File: config.mk
export PLATFORM = sky130hd
export DESIGN_NAME = echo_responder
export DESIGN_NICKNAME = d
export VERILOG_FILES = /design/src/rtl/echo_pkg.sv /design/src/rtl/echo_fifo.sv /design/src/rtl/echo_responder.sv
export SDC_FILE = /design/constraint.sdc
export NUM_CORES = 1
export LEC_CHECK = 0
export BUFFER_PORTS_ARGS = -buffer_cell sky130_fd_sc_hd__buf_2
export CAP_MARGIN = 20
export CORE_MARGIN = 5
export CORE_UTILIZATION = 50
export DETAILED_ROUTE_END_ITERATION = 7
export HOLD_SLACK_MARGIN = 0.08
export PLACE_DENSITY = 0.85
export SETUP_SLACK_MARGIN = 0.2
export SYNTH_ARGS = -nofsm -noshare
export SYNTH_HDL_FRONTEND = slang
export SYNTH_HIERARCHICAL = 1
export SYNTH_SLANG_ARGS = --single-unit
File: constraint.sdc
create_clock -name CLK -period 2.25 [get_ports CLK]
set_input_delay 0.3375 -clock CLK [delete_from_list [all_inputs] [get_ports CLK]]
set_output_delay 0.3375 -clock CLK [all_outputs]
set_load 0.05 [all_outputs]
File: src/rtl/echo_pkg.sv
// Shared types and sizing helpers for the echo responder.
package echo_pkg;

    typedef enum logic [1:0] {
        IDLE,
        WAIT,
        SEND
    } echo_state_t;

    localparam int ECHO_DATA_W = 32;

    // Occupancy counter needs one extra bit to represent a full FIFO.
    function automatic int CNT_W(input int depth);
        return $clog2(depth) + 1;
    endfunction

endpackage

File: src/rtl/echo_fifo.sv
// Word FIFO for the echo path; drops writes while full and flags them.
module echo_fifo
    import echo_pkg::*;
#(
    parameter int DATA_W = ECHO_DATA_W,
    parameter int DEPTH  = 4
) (
    input  logic              CLK,
    input  logic              nRST,
    input  logic              enq,
    input  logic [DATA_W-1:0] enq_data,
    input  logic              deq,
    output logic              full,
    output logic              empty,
    output logic [DATA_W-1:0] head,
    output logic              overflow
);

    localparam int PW = $clog2(DEPTH);
    localparam int CW = CNT_W(DEPTH);

    logic [DATA_W-1:0] mem [DEPTH];
    logic [PW-1:0]     rd_ptr;
    logic [PW-1:0]     wr_ptr;
    logic [CW-1:0]     count;
    logic              push;
    logic              pop;

    assign full     = (count == CW'(DEPTH));
    assign empty    = (count == '0);
    assign push     = enq && !full;
    assign pop      = deq && !empty;
    assign overflow = enq && full;
    assign head     = mem[rd_ptr];

    always_ff @(posedge CLK) begin
        if (push) begin
            mem[wr_ptr] <= enq_data;
        end
    end

    always_ff @(posedge CLK) begin
        if (!nRST) begin
            rd_ptr <= '0;
            wr_ptr <= '0;
            count  <= '0;
        end else begin
            if (push) begin
                wr_ptr <= wr_ptr + 1'b1;
            end
            if (pop) begin
                rd_ptr <= rd_ptr + 1'b1;
            end
            unique case ({push, pop})
                2'b10:   count <= count + 1'b1;
                2'b01:   count <= count - 1'b1;
                default: count <= count;
            endcase
        end
    end

endmodule

File: src/rtl/echo_responder.sv
// Echo callee: queues enq words and replays them via heard after a delay.
module echo_responder
    import echo_pkg::*;
#(
    parameter int DATA_W = ECHO_DATA_W,
    parameter int DEPTH  = 4,
    parameter int DELAY  = 0
) (
    input  logic              CLK,
    input  logic              nRST,
    input  logic              enq__ENA,
    input  logic [DATA_W-1:0] enq_v,
    output logic              enq__RDY,
    input  logic              heard__RDY,
    output logic              heard__ENA,
    output logic [DATA_W-1:0] heard_v,
    output logic [31:0]       echo_count,
    output logic              enq_err
);

    localparam bit       NO_DELAY   = (DELAY == 0);
    localparam logic [7:0] TIMER_INIT =
        (DELAY > 0) ? 8'(DELAY - 1) : 8'd0;

    echo_state_t       state;
    echo_state_t       state_n;
    logic [7:0]        timer;
    logic [7:0]        timer_n;
    logic              full;
    logic              empty;
    logic              overflow;
    logic [DATA_W-1:0] head;

    echo_fifo #(
        .DATA_W (DATA_W),
        .DEPTH  (DEPTH)
    ) u_fifo (
        .CLK      (CLK),
        .nRST     (nRST),
        .enq      (enq__ENA),
        .enq_data (enq_v),
        .deq      (heard__ENA),
        .full     (full),
        .empty    (empty),
        .head     (head),
        .overflow (overflow)
    );

    assign enq__RDY = !full;
    // Zero outside SEND so the sink never sees stale storage after reset.
    assign heard_v  = (state == SEND) ? head : '0;

    always_ff @(posedge CLK) begin
        if (!nRST) begin
            state <= IDLE;
            timer <= '0;
        end else begin
            state <= state_n;
            timer <= timer_n;
        end
    end

    always_comb begin
        state_n    = state;
        timer_n    = timer;
        heard__ENA = 1'b0;
        unique case (state)
            IDLE: begin
                if (!empty) begin
                    if (NO_DELAY) begin
                        state_n = SEND;
                    end else begin
                        state_n = WAIT;
                        timer_n = TIMER_INIT;
                    end
                end
            end
            WAIT: begin
                if (timer == '0) begin
                    state_n = SEND;
                end else begin
                    timer_n = timer - 1'b1;
                end
            end
            SEND: begin
                // A reset cycle must never complete a call.
                heard__ENA = heard__RDY && nRST;
                if (heard__ENA) begin
                    state_n = IDLE;
                end
            end
            default: state_n = IDLE;
        endcase
    end

    always_ff @(posedge CLK) begin
        if (!nRST) begin
            echo_count <= '0;
            enq_err    <= 1'b0;
        end else begin
            if (heard__ENA) begin
                echo_count <= echo_count + 32'd1;
            end
            if (overflow) begin
                enq_err <= 1'b1;
            end
        end
    end

endmodule

==> results.sh <==
export IMPL_ir_drop_v=0.000494
export IMPL_start_util=0.508
export IMPL_cp_cell_sequence="buf_6 -> buf_12 -> mux4_2 -> and2_4 -> buf_6"
export IMPL_rsz0062_at_grt="true"
export IMPL_antenna_found_initial=1
export IMPL_path_buf_inv=3
export IMPL_synth_avg_cell_area_um2=15.5
export IMPL_cp_required_ps=1910
export IMPL_io_pins=103
export IMPL_nets=621
export IMPL_cp_num_cells=5
export IMPL_cp_max_fo=7
export IMPL_cts_buffers=17
export IMPL_cts_buffer_depth=2
export IMPL_wl_um=15400
export IMPL_drv_slew=0
export IMPL_drc=0
export IMPL_grt_max_degree=34
export IMPL_die_w_um=129
export IMPL_synthTopCellsByCount="edfxtp_1 (128), dfxtp_1 (43), and2_1 (39)"
export IMPL_clkSinkCount=171
export IMPL_finClkSkew_ps=5.28
export IMPL_drt_initial_drc_count=321
export IMPL_worstMarginPinSlew_ps=575
export IMPL_crit_path_end_kind="primary output"
export IMPL_max_slew_margin=0.613
export IMPL_globalRouteOverflowTotal=0
export IMPL_min_path_type="in -> reg"
export IMPL_fin_crit_sh=0.996
export IMPL_max_freq_ghz=0.446
export IMPL_leakage_nw=3.13
export IMPL_dr_pass1_iters=5
export IMPL_syn_area_mm2=0.00703
export IMPL_cts_tree="done"
export IMPL_path_class="reg -> out"
export IMPL_crit_slowest_cell="mux4_2"
export IMPL_yosysMostFrequentCell="edfxtp_1"
export IMPL_r2r_end="u_fifo/count[2]"
export IMPL_die_area_mm2=0.0165
export IMPL_synthesis_nets=497
export IMPL_root_buffer="clkbuf_16"
export IMPL_dp_hpwl_um=9670
export IMPL_yosys_area_top_type="edfxtp_1"
export IMPL_timing_critical_path_mode_cell="buf_6"
export IMPL_status="finished, final reports clean"
export IMPL_core_area_mm2=0.0138
export IMPL_yosysWarnings=6
export IMPL_synth_ff_type="edfxtp_1"
export IMPL_clk_latency_ps=410
export IMPL_vias=4453
export IMPL_hold_ws_ps=141
export IMPL_cp_arrival_ps=1900
export IMPL_worstSetupStartpointType="register"
export IMPL_setup_violations=0
export IMPL_finalSetupTns_ps=0
export IMPL_wl_per_cell_um=20.0
export IMPL_synthDistinctLibCells=46
export IMPL_synth_edff_count=128
export IMPL_clkTransAtPathRegs_ps=60
export IMPL_first_global_vias=4576
export IMPL_synth_top_area_share=0.547
export IMPL_reg2reg_from="state[1]"
export IMPL_yosys_register_bits=171
export IMPL_crit_family="multiplexers"
export IMPL_layout_drive_gt1_share=0.442
export IMPL_cts_max_level=4
export IMPL_synth_cells=454
export IMPL_ant_nets=0
export IMPL_ctsHoldBuffers=0
export IMPL_reg2regPathDepth=9
export IMPL_reg2reg_slack_ps=230
export IMPL_rows=43
export IMPL_finalHoldViolations=0
export IMPL_cap_violations=0
export IMPL_gp_congestion=0.880
export IMPL_synthArstFlopShare=0
export IMPL_synth_seq_area_share=0.669
export IMPL_antenna_diode_count=0
export IMPL_portBuffers=102
export IMPL_syn_to_final_growth_pct=27.7
export IMPL_die_y_um=129
export IMPL_endpoint="heard_v[10]"
export IMPL_critPathMaxStageDelay_ps=520
export IMPL_track_usage=0.193
export IMPL_fillers=964
export IMPL_grt_pass1_wl_um=24300
export IMPL_powerDensity_mw_per_mm2=809
export IMPL_vias_per_cell=5.78
export IMPL_yosys_top_cells_area="edfxtp_1 (55%), dfxtp_1 (12%), mux4_2 (10%), and2_1 (3.5%), nand2_1 (1.2%)"
export IMPL_period_minus_slack_ps=2240
## state kept, by name (all words and copies together), names as in the netlist, named ones only
| signal | count |
|---|---|
| state | 1 |
| u_fifo/wr_ptr | 2 |
| u_fifo/mem | 128 |
| u_fifo/count | 3 |
| echo_count | 32 |
| u_fifo/rd_ptr | 2 |
| enq_err | 1 |
## cell type report
| cell class | instances | area (um^2) | share of cell area |
|---|---|---|---|
| inverter | 15 | 57.6 | 0.00641 |
| clock inverter | 13 | 128 | 0.0142 |
| timing repair buffer | 127 | 1100 | 0.122 |
| clock buffer | 19 | 433 | 0.0482 |
| tap | 180 | 225 | 0.0251 |
| multi-input combinational | 246 | 2300 | 0.256 |
| sequential | 171 | 4740 | 0.528 |
## what timing repair did
| action | 4_1_cts | 5_1_grt |
|---|---|---|
| cloned | 3 | 0 |
| buffers inserted | 4 | 6 |
| resized for setup | 109 | 17 |
| setup endpoints to repair | 35 | 43 |
| pin swaps | 0 | 3 |
## layout by cell type (no fill, tap or decap), drive strengths merged, types with 2 or more instances in the layout
| cell | instances |
|---|---|
| a21boi | 2 |
| a21oi | 16 |
| and2 | 39 |
| and4 | 3 |
| buf | 127 |
| bufinv | 2 |
| clkbuf | 19 |
| clkinv | 10 |
| clkinvlp | 2 |
| dfxtp | 43 |
| edfxtp | 128 |
| ha | 6 |
| inv | 14 |
| mux2i | 3 |
| mux4 | 32 |
| nand2 | 23 |
| nand3 | 13 |
| nand4 | 10 |
| nand4bb | 2 |
| nor2 | 11 |
| nor2b | 2 |
| nor3 | 5 |
| nor4 | 5 |
| o21ai | 13 |
| o311ai | 5 |
| o31ai | 7 |
| o41ai | 8 |
| or2b | 3 |
| or3 | 10 |
| or4 | 10 |
| xnor2 | 5 |
| xor2 | 4 |
## how the worst min path moves through the flow
| stage | startpoint | to | slack [ps] | cells after the start |
|---|---|---|---|---|
| 2_1_floorplan | enq_v[0] | u_fifo/mem[0][0] | 440 | 0 |
| 3_3_place_gp | echo_count[31] | echo_count[31] | 460 | 2 |
| 3_5_place_dp | echo_count[31] | echo_count[31] | 460 | 2 |
| 4_1_cts | enq_v[27] | u_fifo/mem[1][27] | 110 | 1 |
| 5_1_grt | enq_v[27] | u_fifo/mem[2][27] | 120 | 1 |
| 6_report | enq_v[20] | u_fifo/mem[3][20] | 140 | 1 |
## report_power, final
part	leakage (nW)	internal (mW)	switching [mW]	total (mW)
clock	0.269	1.62	1.13	2.75
sequential	1.53	3.52	0.0577	3.58
combinational	1.32	0.387	0.541	0.928
total	3.13	5.53	1.73	7.26
## logic make-up (layout without fill, tap and decap cells)
group,count (synthesis),in the layout,share of synthesized area
simple gates,141,141,0.120
buf+inv,37,174,0.0290
flops,171,171,0.669
fa+ha+maj,7,7,0.0135
compound gates,54,54,0.0498
mux,35,35,0.107
xor+xnor,9,9,0.0112
## per-layer routing
layer / wire length [um] / global-route usage / share of wire
met3: 1030 / 0.0469 / 0.066
met1: 5970 / 0.235 / 0.39
met2: 8260 / 0.342 / 0.53
met5: 7 / 0 / 0.00045
met4: 179 / 0.0587 / 0.012
## worst reg2reg max path: stages (launching register included)
cell	delay (ps)
dfxtp_4	420
nand2_8	80
nor2_4	120
nor2b_4	190
ha_4	140
inv_2	30
fa_2	340
xor2_2	160
or3_1	300
a21boi_1	150
## through the flow
stage          power, mW  cells  utilization  setup WS (ps)  instance area, um^2
3_3_place_gp        4.35    726        0.568            183                 7860
5_1_grt             7.55    771        0.650          -65.9                 8980
3_5_place_dp        4.38    726        0.568           98.2                 7860
2_1_floorplan       4.15    454            -           12.1                 7110
6_report            7.26    771        0.650           9.96                 8980
4_1_cts             7.32    765        0.641          -24.3                 8870
Note: power is estimated with default switching activity, not from simulation.
